<file path="src/rtl/regfile_writer_pkg.sv">
// Shared types for the integer register file write-back path: producer
// selection, the x0 constant and bundled in/out views of the writer.
package wires;

  localparam logic [4:0] REG_ZERO = 5'd0;
  localparam int WB_XLEN = 32;

  typedef enum logic [1:0] {NONE, ALU, LSU, MDU} wb_sel_t;

  typedef struct packed {
    logic               alu_valid;
    logic [4:0]         alu_rd;
    logic [WB_XLEN-1:0] alu_data;
    logic               lsu_valid;
    logic [4:0]         lsu_rd;
    logic [WB_XLEN-1:0] lsu_data;
    logic               mdu_valid;
    logic [4:0]         mdu_rd;
    logic [WB_XLEN-1:0] mdu_data;
    logic               issue_valid;
    logic [4:0]         issue_rd;
    logic [4:0]         raddr1;
    logic [4:0]         raddr2;
  } regfile_writer_in_type;

  typedef struct packed {
    logic               lsu_ready;
    logic               mdu_ready;
    logic               issue_stall;
    logic               busy1;
    logic               busy2;
    logic               fwd1;
    logic               fwd2;
    logic [WB_XLEN-1:0] fwd_data;
    logic               wren;
    logic [4:0]         waddr;
    logic [WB_XLEN-1:0] wdata;
  } regfile_writer_out_type;

endpackage

</file>
<file path="src/rtl/regfile_writer_scoreboard.sv">
// Pending-destination vector: one bit per architectural register, x0 never
// pending. A set and a clear on the same index in one cycle leaves it set.
module scoreboard
  import wires::*;
(
  input  logic       clk,
  input  logic       rst,
  input  logic       set_en,
  input  logic [4:0] set_idx,
  input  logic       clr_en,
  input  logic [4:0] clr_idx,
  input  logic [4:0] issue_rd,
  input  logic [4:0] raddr1,
  input  logic [4:0] raddr2,
  output logic       issue_pending,
  output logic       pend1,
  output logic       pend2
);

  logic [31:0] pending_reg;
  logic [31:0] pending_next;

  assign pending_next[0] = 1'b0;

  generate
    for (genvar gi = 1; gi < 32; gi++) begin : g_bit
      assign pending_next[gi] = (set_en && set_idx == 5'(gi)) ? 1'b1 :
                                (clr_en && clr_idx == 5'(gi)) ? 1'b0 :
                                pending_reg[gi];
    end
  endgenerate

  always_ff @(posedge clk) begin
    if (!rst) begin
      pending_reg <= '0;
    end else begin
      pending_reg <= pending_next;
    end
  end

  assign issue_pending = pending_reg[issue_rd];
  assign pend1         = pending_reg[raddr1];
  assign pend2         = pending_reg[raddr2];

endmodule

</file>
<file path="src/rtl/regfile_writer.sv">
// Write-back arbiter for the single register file write port, with MDU
// anti-starvation, pending-register scoreboard and one-cycle forwarding.
module regfile_writer
  import wires::*;
#(
  parameter int XLEN         = 32,
  parameter int STARVE_LIMIT = 4
) (
  input  logic            clk,
  input  logic            rst,
  input  logic            alu_valid,
  input  logic [4:0]      alu_rd,
  input  logic [XLEN-1:0] alu_data,
  input  logic            lsu_valid,
  output logic            lsu_ready,
  input  logic [4:0]      lsu_rd,
  input  logic [XLEN-1:0] lsu_data,
  input  logic            mdu_valid,
  output logic            mdu_ready,
  input  logic [4:0]      mdu_rd,
  input  logic [XLEN-1:0] mdu_data,
  input  logic            issue_valid,
  input  logic [4:0]      issue_rd,
  output logic            issue_stall,
  input  logic [4:0]      raddr1,
  input  logic [4:0]      raddr2,
  output logic            busy1,
  output logic            busy2,
  output logic            fwd1,
  output logic            fwd2,
  output logic [XLEN-1:0] fwd_data,
  output logic            wren,
  output logic [4:0]      waddr,
  output logic [XLEN-1:0] wdata
);

  localparam logic [3:0] STARVE_THR = 4'(STARVE_LIMIT);

  wb_sel_t         sel;
  logic [4:0]      sel_rd;
  logic [XLEN-1:0] sel_data;
  logic            mdu_priority;
  logic [3:0]      starve_cnt_reg, starve_cnt_next;
  logic            wren_reg;
  logic [4:0]      waddr_reg;
  logic [XLEN-1:0] wdata_reg;
  logic            issue_pending, pend1, pend2;

  assign mdu_priority = mdu_valid && (starve_cnt_reg >= STARVE_THR);

  // Grants are held off during reset so nothing is consumed that will be lost.
  always_comb begin
    sel      = NONE;
    sel_rd   = REG_ZERO;
    sel_data = '0;
    if (rst) begin
      if (alu_valid)                     sel = ALU;
      else if (lsu_valid && !mdu_priority) sel = LSU;
      else if (mdu_valid)                sel = MDU;
    end
    case (sel)
      ALU:     begin sel_rd = alu_rd; sel_data = alu_data; end
      LSU:     begin sel_rd = lsu_rd; sel_data = lsu_data; end
      MDU:     begin sel_rd = mdu_rd; sel_data = mdu_data; end
      default: begin sel_rd = REG_ZERO; sel_data = '0; end
    endcase
  end

  assign lsu_ready = (sel == LSU);
  assign mdu_ready = (sel == MDU);

  always_comb begin
    starve_cnt_next = '0;
    if (mdu_valid && sel != MDU) begin
      starve_cnt_next = (starve_cnt_reg == 4'hF) ? starve_cnt_reg : starve_cnt_reg + 4'd1;
    end
  end

  always_ff @(posedge clk) begin
    if (!rst) begin
      wren_reg       <= 1'b0;
      waddr_reg      <= REG_ZERO;
      wdata_reg      <= '0;
      starve_cnt_reg <= '0;
    end else begin
      starve_cnt_reg <= starve_cnt_next;
      wren_reg       <= (sel != NONE) && (sel_rd != REG_ZERO);
      if (sel != NONE) begin
        waddr_reg <= sel_rd;
        wdata_reg <= sel_data;
      end
    end
  end

  scoreboard u_scoreboard (
    .clk           (clk),
    .rst           (rst),
    .set_en        (issue_valid && !issue_pending),
    .set_idx       (issue_rd),
    .clr_en        (wren_reg),
    .clr_idx       (waddr_reg),
    .issue_rd      (issue_rd),
    .raddr1        (raddr1),
    .raddr2        (raddr2),
    .issue_pending (issue_pending),
    .pend1         (pend1),
    .pend2         (pend2)
  );

  assign issue_stall = issue_pending;
  assign fwd1        = wren_reg && (waddr_reg == raddr1) && (raddr1 != REG_ZERO);
  assign fwd2        = wren_reg && (waddr_reg == raddr2) && (raddr2 != REG_ZERO);
  assign busy1       = pend1 && !fwd1;
  assign busy2       = pend2 && !fwd2;
  assign fwd_data    = wdata_reg;

  assign wren  = wren_reg;
  assign waddr = waddr_reg;
  assign wdata = wdata_reg;

endmodule
</file>
<file path="config.mk">
export PLATFORM = sky130hd
export DESIGN_NAME = regfile_writer
export DESIGN_NICKNAME = d
export VERILOG_FILES = /design/src/rtl/regfile_writer_pkg.sv /design/src/rtl/regfile_writer_scoreboard.sv /design/src/rtl/regfile_writer.sv
export SDC_FILE = /design/constraint.sdc
export NUM_CORES = 1
export LEC_CHECK = 0
export ABC_AREA = 1
export CORE_AREA = 2 2 108 110
export DETAILED_ROUTE_END_ITERATION = 10
export DIE_AREA = 0 0 110 112
export GPL_TIMING_DRIVEN = 0
export PLACE_DENSITY = 0.83
export SYNTH_ARGS = -nofsm -noshare
export SYNTH_HDL_FRONTEND = slang
export SYNTH_HIERARCHICAL = 1
export SYNTH_SLANG_ARGS = --single-unit
export TNS_END_PERCENT = 5
</file>
<file path="constraint.sdc">
create_clock -name clk -period 2.7 [get_ports clk]
set_clock_uncertainty 0.1 [all_clocks]
set_input_delay 0.405 -clock clk [delete_from_list [all_inputs] [get_ports clk]]
set_output_delay 0.405 -clock clk [all_outputs]
set_load 0.005 [all_outputs]
</file>
* After elaboration in Yosys (flattened, before gate mapping)
Cells that the tools add are included.
Word-level totals: input port bits 132, output and inout port bits 77, bits in registers 74, logic and storage cells 297
Operators by class: $add $sub $neg 1, $lt $le $gt $ge 4, multiplexer cells 74, reductions and logical operators 113, equal/unequal tests 69
Operators by type and width (number):
- $eq A5 B5 Y1 const B | 32
- $pmux W32 S3 | 1
- $eq A5 B4 Y1 const B | 16
- $logic_and A1 B1 Y1 | 73
- $mux W1 | 65
- $reduce_bool A2 Y1 | 32
- $eq A5 B3 Y1 const B | 8
- $eq A5 B2 Y1 const B | 4
- $lt A5 B6 Y1 const B | 3
- $bmux W1 S5 | 3
- $pmux W5 S3 | 1
- $reduce_bool A5 Y1 | 3
- $eq A5 B1 Y1 const B | 2
- $eq A5 B5 Y1 | 2
- $mux W2 | 4
- $add A4 B1 Y4 const B | 1
- $eq A2 B2 Y1 const B | 2
- $eq A4 B4 Y1 const B | 1
- $ge A4 B3 Y1 const B | 1
- $logic_not A1 Y1 | 4
- $eq A2 B1 Y1 const B | 1
- $ne A2 B2 Y1 const B | 1
- $reduce_and A2 Y1 | 1

* Longest topological paths before layout
word-level depth 11, gate-level depth with buffers 17, depth with buffers taken out 14

* Modules after synthesis
The synthesis kept the hierarchy.
By module, submodules not included:
- regfile_writer | area an instance 2822.7 sq um, instances 1, cells an instance 433
- scoreboard | area an instance 2398.6 sq um, instances 1, cells an instance 431

* Least setup slack after synthesis
OpenSTA, ideal clock, no wires.
kind input to register, start point input issue_rd[1], end point register u_scoreboard.pending_reg[1], slack 694 ps, arrival time 1835 ps, buffers on the path 2, required time 2530 ps, stages on the path 15, path through buf_2 > inv_1 > nand3_1 > nand3_1 > nand2_1 > nand2_1 > nand2_1 > nand2_1 > nand2_1 > nor2_1 > inv_1 > nor2_2 > buf_2 > nand2_1 > a21oi_1
Between the ends: longest elaborated chain between the ends 6, elaborated cells on any way between the ends 8, those cells by class eq/ne: 1; mux: 3; reduce/logical: 4
RTL lines:
- start: declaration | RTL line regfile_writer.sv:23 | input logic [4:0] issue_rd,
- $bmux W1 S5 (*) | RTL line regfile_writer_scoreboard.sv:41 | assign issue_pending = pending_reg[issue_rd];
- $mux W1 (not written as such) (*) | RTL line regfile_writer_scoreboard.sv:41
- via issue_stall | RTL line regfile_writer.sv:24 | output logic issue_stall,
- $logic_not A1 Y1 (*) | RTL line regfile_writer.sv:98 | .set_en (issue_valid && !issue_pending),
- $logic_and A1 B1 Y1 (*) | RTL line regfile_writer.sv:98
- $logic_and A1 B1 Y1 (*) | RTL line regfile_writer_scoreboard.sv:27 | assign pending_next[gi] = (set_en && set_idx == 5'(gi)) ? 1'b1 :
- $mux W1 / $reduce_bool A2 Y1 (equally long branches)
- end signal: assignment | RTL line regfile_writer_scoreboard.sv:37 | pending_reg <= pending_next;
- end: declaration | RTL line regfile_writer_scoreboard.sv:20 | logic [31:0] pending_reg;
The timed path passes the listed nets; every way through them passes the cells marked *. The select of a mux whose other input is x is not followed. A chain may end at the register's enable or synchronous reset.

* Worst setup path after layout
start point input raddr2[1], end point output fwd2
Between the ends: longest elaborated chain between the ends 3, elaborated cells on any way between the ends 4, those cells by class eq/ne: 1; reduce/logical: 3
RTL lines:
- start: declaration | RTL line regfile_writer.sv:26 | input logic [4:0] raddr2,
- $eq A5 B5 Y1 | RTL line regfile_writer.sv:112 | assign fwd2 = wren_reg && (waddr_reg == raddr2) && (raddr2 != REG_ZERO);
- $logic_and A1 B1 Y1 | RTL line regfile_writer.sv:112
- $logic_and A1 B1 Y1 (*) | RTL line regfile_writer.sv:112
- end: declaration | RTL line regfile_writer.sv:30 | output logic fwd2,
Mark *: on every way between the ends. The rest lies on a longest branch, timed or not.

==> results.txt <==
At the later pin of the worst-skew pair, clock insertion delay measures 0.33 ns. For this block, the initial DRC count from the detailed router was 575. The total number of placement rows came out at 39.

The number of nets in the synthesized netlist came out at roughly 1000. The flip-flop count of the largest register, all copies and words added came out at 32. The startpoint type of the worst setup path is an input pin. Setup repair after global routing left no endpoint under its margin.

The number of violations of the max-capacitance limit is 0. The post-synthesis async set-or-reset flop share is 0%. The share of post-route cells with drive strength above 1 is 10.9%. The number of cells in the finished layout apart from fillers came out at around 1.2k.

Clock tree synthesis inserted a total of 9 buffers. In the post-synthesis netlist, the biggest area contributors are sky130_fd_sc_hd__dfxtp_1 28%, sky130_fd_sc_hd__nand2_1 20%, sky130_fd_sc_hd__nand3_1 12%, sky130_fd_sc_hd__a21oi_1 6.3%, sky130_fd_sc_hd__nor2_1 5.6%. The number of standard cells after synthesis came out at ~860. The cell count after placement came out at roughly 1.2k. sky130_fd_sc_hd__nand2_1 is the most common cell in the netlist.

The number of I/O pins is 209. Relative to the synthesized area, the layout overhead comes to 50.7%. Measured against its own limit, the worst slew margin works out to 62.7%. Clock-pin slew was measured on the worst setup and hold paths at around 0.060 ns.

The overflow left after global routing came out at 0. Net switching is a little over a quarter of the power. The starting density of the core came out at between 40 and 50%. The first-pass GRT wire length is around 31000 um. For this run, design rule violations remaining after detail routing come to 0. The overall routing resource usage came out at around a third. The congestion estimate from routability-driven global placement came to 0.932.

The min-delay analysis places its worst path in the category flop to flop. The per-cell via count in the routed design came out at 5.22. OpenSTA, run right after detailed placement, puts the worst setup slack at -0.288 ns.

The count of TritonRoute iterations in the first routing pass is 5. The top cell type's share of synthesized area is 28.0%. The worst-case vdd ir drop came out at about 0.00033 V. By count the netlist is led by 283 x sky130_fd_sc_hd__nand2_1, 123 x sky130_fd_sc_hd__nand3_1, 78 x sky130_fd_sc_hd__nor2_1, 73 x sky130_fd_sc_hd__dfxtp_1, 66 x sky130_fd_sc_hd__a21oi_1. STA classifies the critical path endpoint as an output port. The routed wire length is between 20000 and 25000 um. Of the synthesized area, sequential elements account for between 20 and 30%. The number of H-tree branching levels is 3. The TritonCTS clock tree is done.

The final setup slack of the worst path is between 0.1 and 0.15 ns. The part of the total power dissipated in the clock network came out at roughly 37%. The maximum root-to-sink buffer count came out at 2. The number of setup violations in the final report came out at 0. After detailed routing, the average wire length per cell comes to 16.3 um. The number of pins exceeding their max-slew limit in the final report is 0. The number of I/O port buffers came out at approximately 210. The setup path with the least slack is of type input pin to output port. The most used flip-flop cell after synthesis is sky130_fd_sc_hd__dfxtp_1. The number of enable-type register cells in the synthesized netlist came out at 0.

The remaining number of nets flagged by the antenna check after routing came out at 0. The cell type contributing the most total cell area after synthesis is sky130_fd_sc_hd__dfxtp_1. For the worst setup path, the data required time is 2.19 ns. The internal portion of the total power is ~2600 uW. Derived from the worst setup path, the maximum achievable clock frequency is approximately 390 MHz.

The final cycle utilization of the critical path is 95.0%. The via count of the first global-routing pass is between 5k and 6k. The die width came out at 110 um. The proportion of power drawn by combinational gates is 28.3%. The worst-path maximum fanout is 3. The data arrival time at the worst-slack endpoint came out at around 2 ns. Counting distinct cell types in the post-synthesis netlist gives 32. The core footprint came out at around 11000 sq um. The completed layout was analyzed and its total power is between 3000 and 4000 uW. The worst hold path stage count came out at 2.

The post-route minimum period is 2.57 ns. The number of hold buffers added after cts is 0. The post-synthesis instance area is 5220 sq um. The number of hold violations in the final report is 0. The count of synthesis-stage warnings from yosys is 6. In this run the power density over the cells is around 450 nW/um^2. The mean cell area of the mapped netlist came out at ~6 sq um. The half-perimeter wire length after placement is 15600 um. After routing, the total negative slack on setup checks comes to 0 ns. The fill cell total of the finished layout is 997. CTS placed an instance of sky130_fd_sc_hd__clkbuf_16 at the clock tree root.

Across all hold checks on the routed design, the worst slack comes to between 0.3 and 0.4 ns. The total number of nets in the final design is between 1k and 1.5k. The number of flip-flops and latches in the synthesized netlist came out at 73. For this design the static power due to leakage is approximately 0.0034 uW. Measured in cells, the most critical reg-to-reg path has a length of 14.

The run finished with clean final reports. The floorplan step set the die height to about 110 um. The worst-margin pin slew is 0.559 ns. The pin count of the biggest net entering global routing is 12. The clock drives between 70 and 80 sinks. The number of antenna violations at the first check in global routing came out at 1. The switching power is ~950 uW. Summing over every cut layer, the via total after detailed routing is 6453. Sequential cells account for 34.7% of the total power. The die area came out at 12300 sq um.
## worst max-delay path: stages
cell and delay, ns:
sky130_fd_sc_hd__clkdlybuf4s50_1 0.45, sky130_fd_sc_hd__or2_2 0.29, sky130_fd_sc_hd__a21oi_1 0.15, sky130_fd_sc_hd__nand4_1 0.09
sky130_fd_sc_hd__nor2_1 0.16, sky130_fd_sc_hd__clkdlybuf4s50_1 0.53
## power by group through the flow
stage / Sequential [uW] / Clock [uW] / Combinational (uW)
6_report: 1220 / 1300 / 992
5_1_grt: 1220 / 1370 / 1080
4_1_cts: 1210 / 1310 / 985
3_5_place_dp: 1240 / 0 / 976
3_3_place_gp: 1240 / 0 / 967
2_1_floorplan: 1210 / 0 / 446
## per-layer routing
metal	wire length (um)	GRT usage (%)	up-vias
met5	0	0	-
met4	558	12.0	0
met3	2300	10.5	40
met2	9710	52.8	345
met1	7530	40.6	2861
li1	-	-	3207
## worst paths after layout
check | start | endpoint | slack [ns]
worst max-delay path | raddr2[1] | fwd2 | 0.13
worst min-delay path | u_scoreboard/pending_reg[2] | u_scoreboard/pending_reg[2] | 0.38
worst min register to register | u_scoreboard/pending_reg[2] | u_scoreboard/pending_reg[2] | 0.38
worst max register to register | u_scoreboard/pending_reg[3] | u_scoreboard/pending_reg[1] | 0.47
## layout make-up
type / count / area, sq um / share of cell area (%)
Inverter: 70 / 285 / 3.63
Clock buffer: 14 / 264 / 3.36
Tap cell: 143 / 179 / 2.27
Clock inverter: 2 / 60.1 / 0.763
Sequential cell: 73 / 1470 / 18.6
Multi-Input combinational cell: 648 / 2940 / 37.4
Timing Repair Buffer: 213 / 2120 / 26.9
Antenna cell: 1 / 2.50 / 0.0318
Buffer: 73 / 556 / 7.06
## kinds of logic (layout without fill, tap and decap cells)
| group | count (synthesis) | after routing | synth area share, % |
|---|---|---|---|
| compound gates | 133 | 133 | 13.2 |
| xor+xnor | 3 | 3 | 0.503 |
| fa+ha+maj | 1 | 1 | 0.240 |
| buf+inv | 143 | 372 | 15.7 |
| flops | 73 | 73 | 28.0 |
| other cells | 0 | 1 | 0 |
| simple gates | 511 | 511 | 42.4 |
## through the flow
| stage | utilization [%] | area (sq um) |
|---|---|---|
| after floorplan | - | 5220 |
| after global placement | 67.0 | 7480 |
| after detailed placement | 67.0 | 7480 |
| after CTS | 70.1 | 7830 |
| after global routing | 70.4 | 7870 |
| final | 70.4 | 7870 |
## layout by cell type (no fill, tap or decap), types with 7 or more instances in the layout
master / instances
sky130_fd_sc_hd__a21oi_1: 66
sky130_fd_sc_hd__nor2_1: 77
sky130_fd_sc_hd__nand3_1: 123
sky130_fd_sc_hd__dfxtp_1: 70
sky130_fd_sc_hd__clkdlybuf4s50_1: 199
sky130_fd_sc_hd__o21ai_0: 58
sky130_fd_sc_hd__buf_2: 10
sky130_fd_sc_hd__inv_1: 61
sky130_fd_sc_hd__nand4_1: 7
sky130_fd_sc_hd__clkbuf_1: 11
sky130_fd_sc_hd__buf_6: 16
sky130_fd_sc_hd__clkbuf_16: 9
sky130_fd_sc_hd__buf_4: 41
sky130_fd_sc_hd__nand2_1: 283
## timing repair
item,CTS,global route
endpoints found under the setup margin,5,5
gates resized for setup,14,9
setup buffers,2,3
Power figures use the tool's default switching activity.
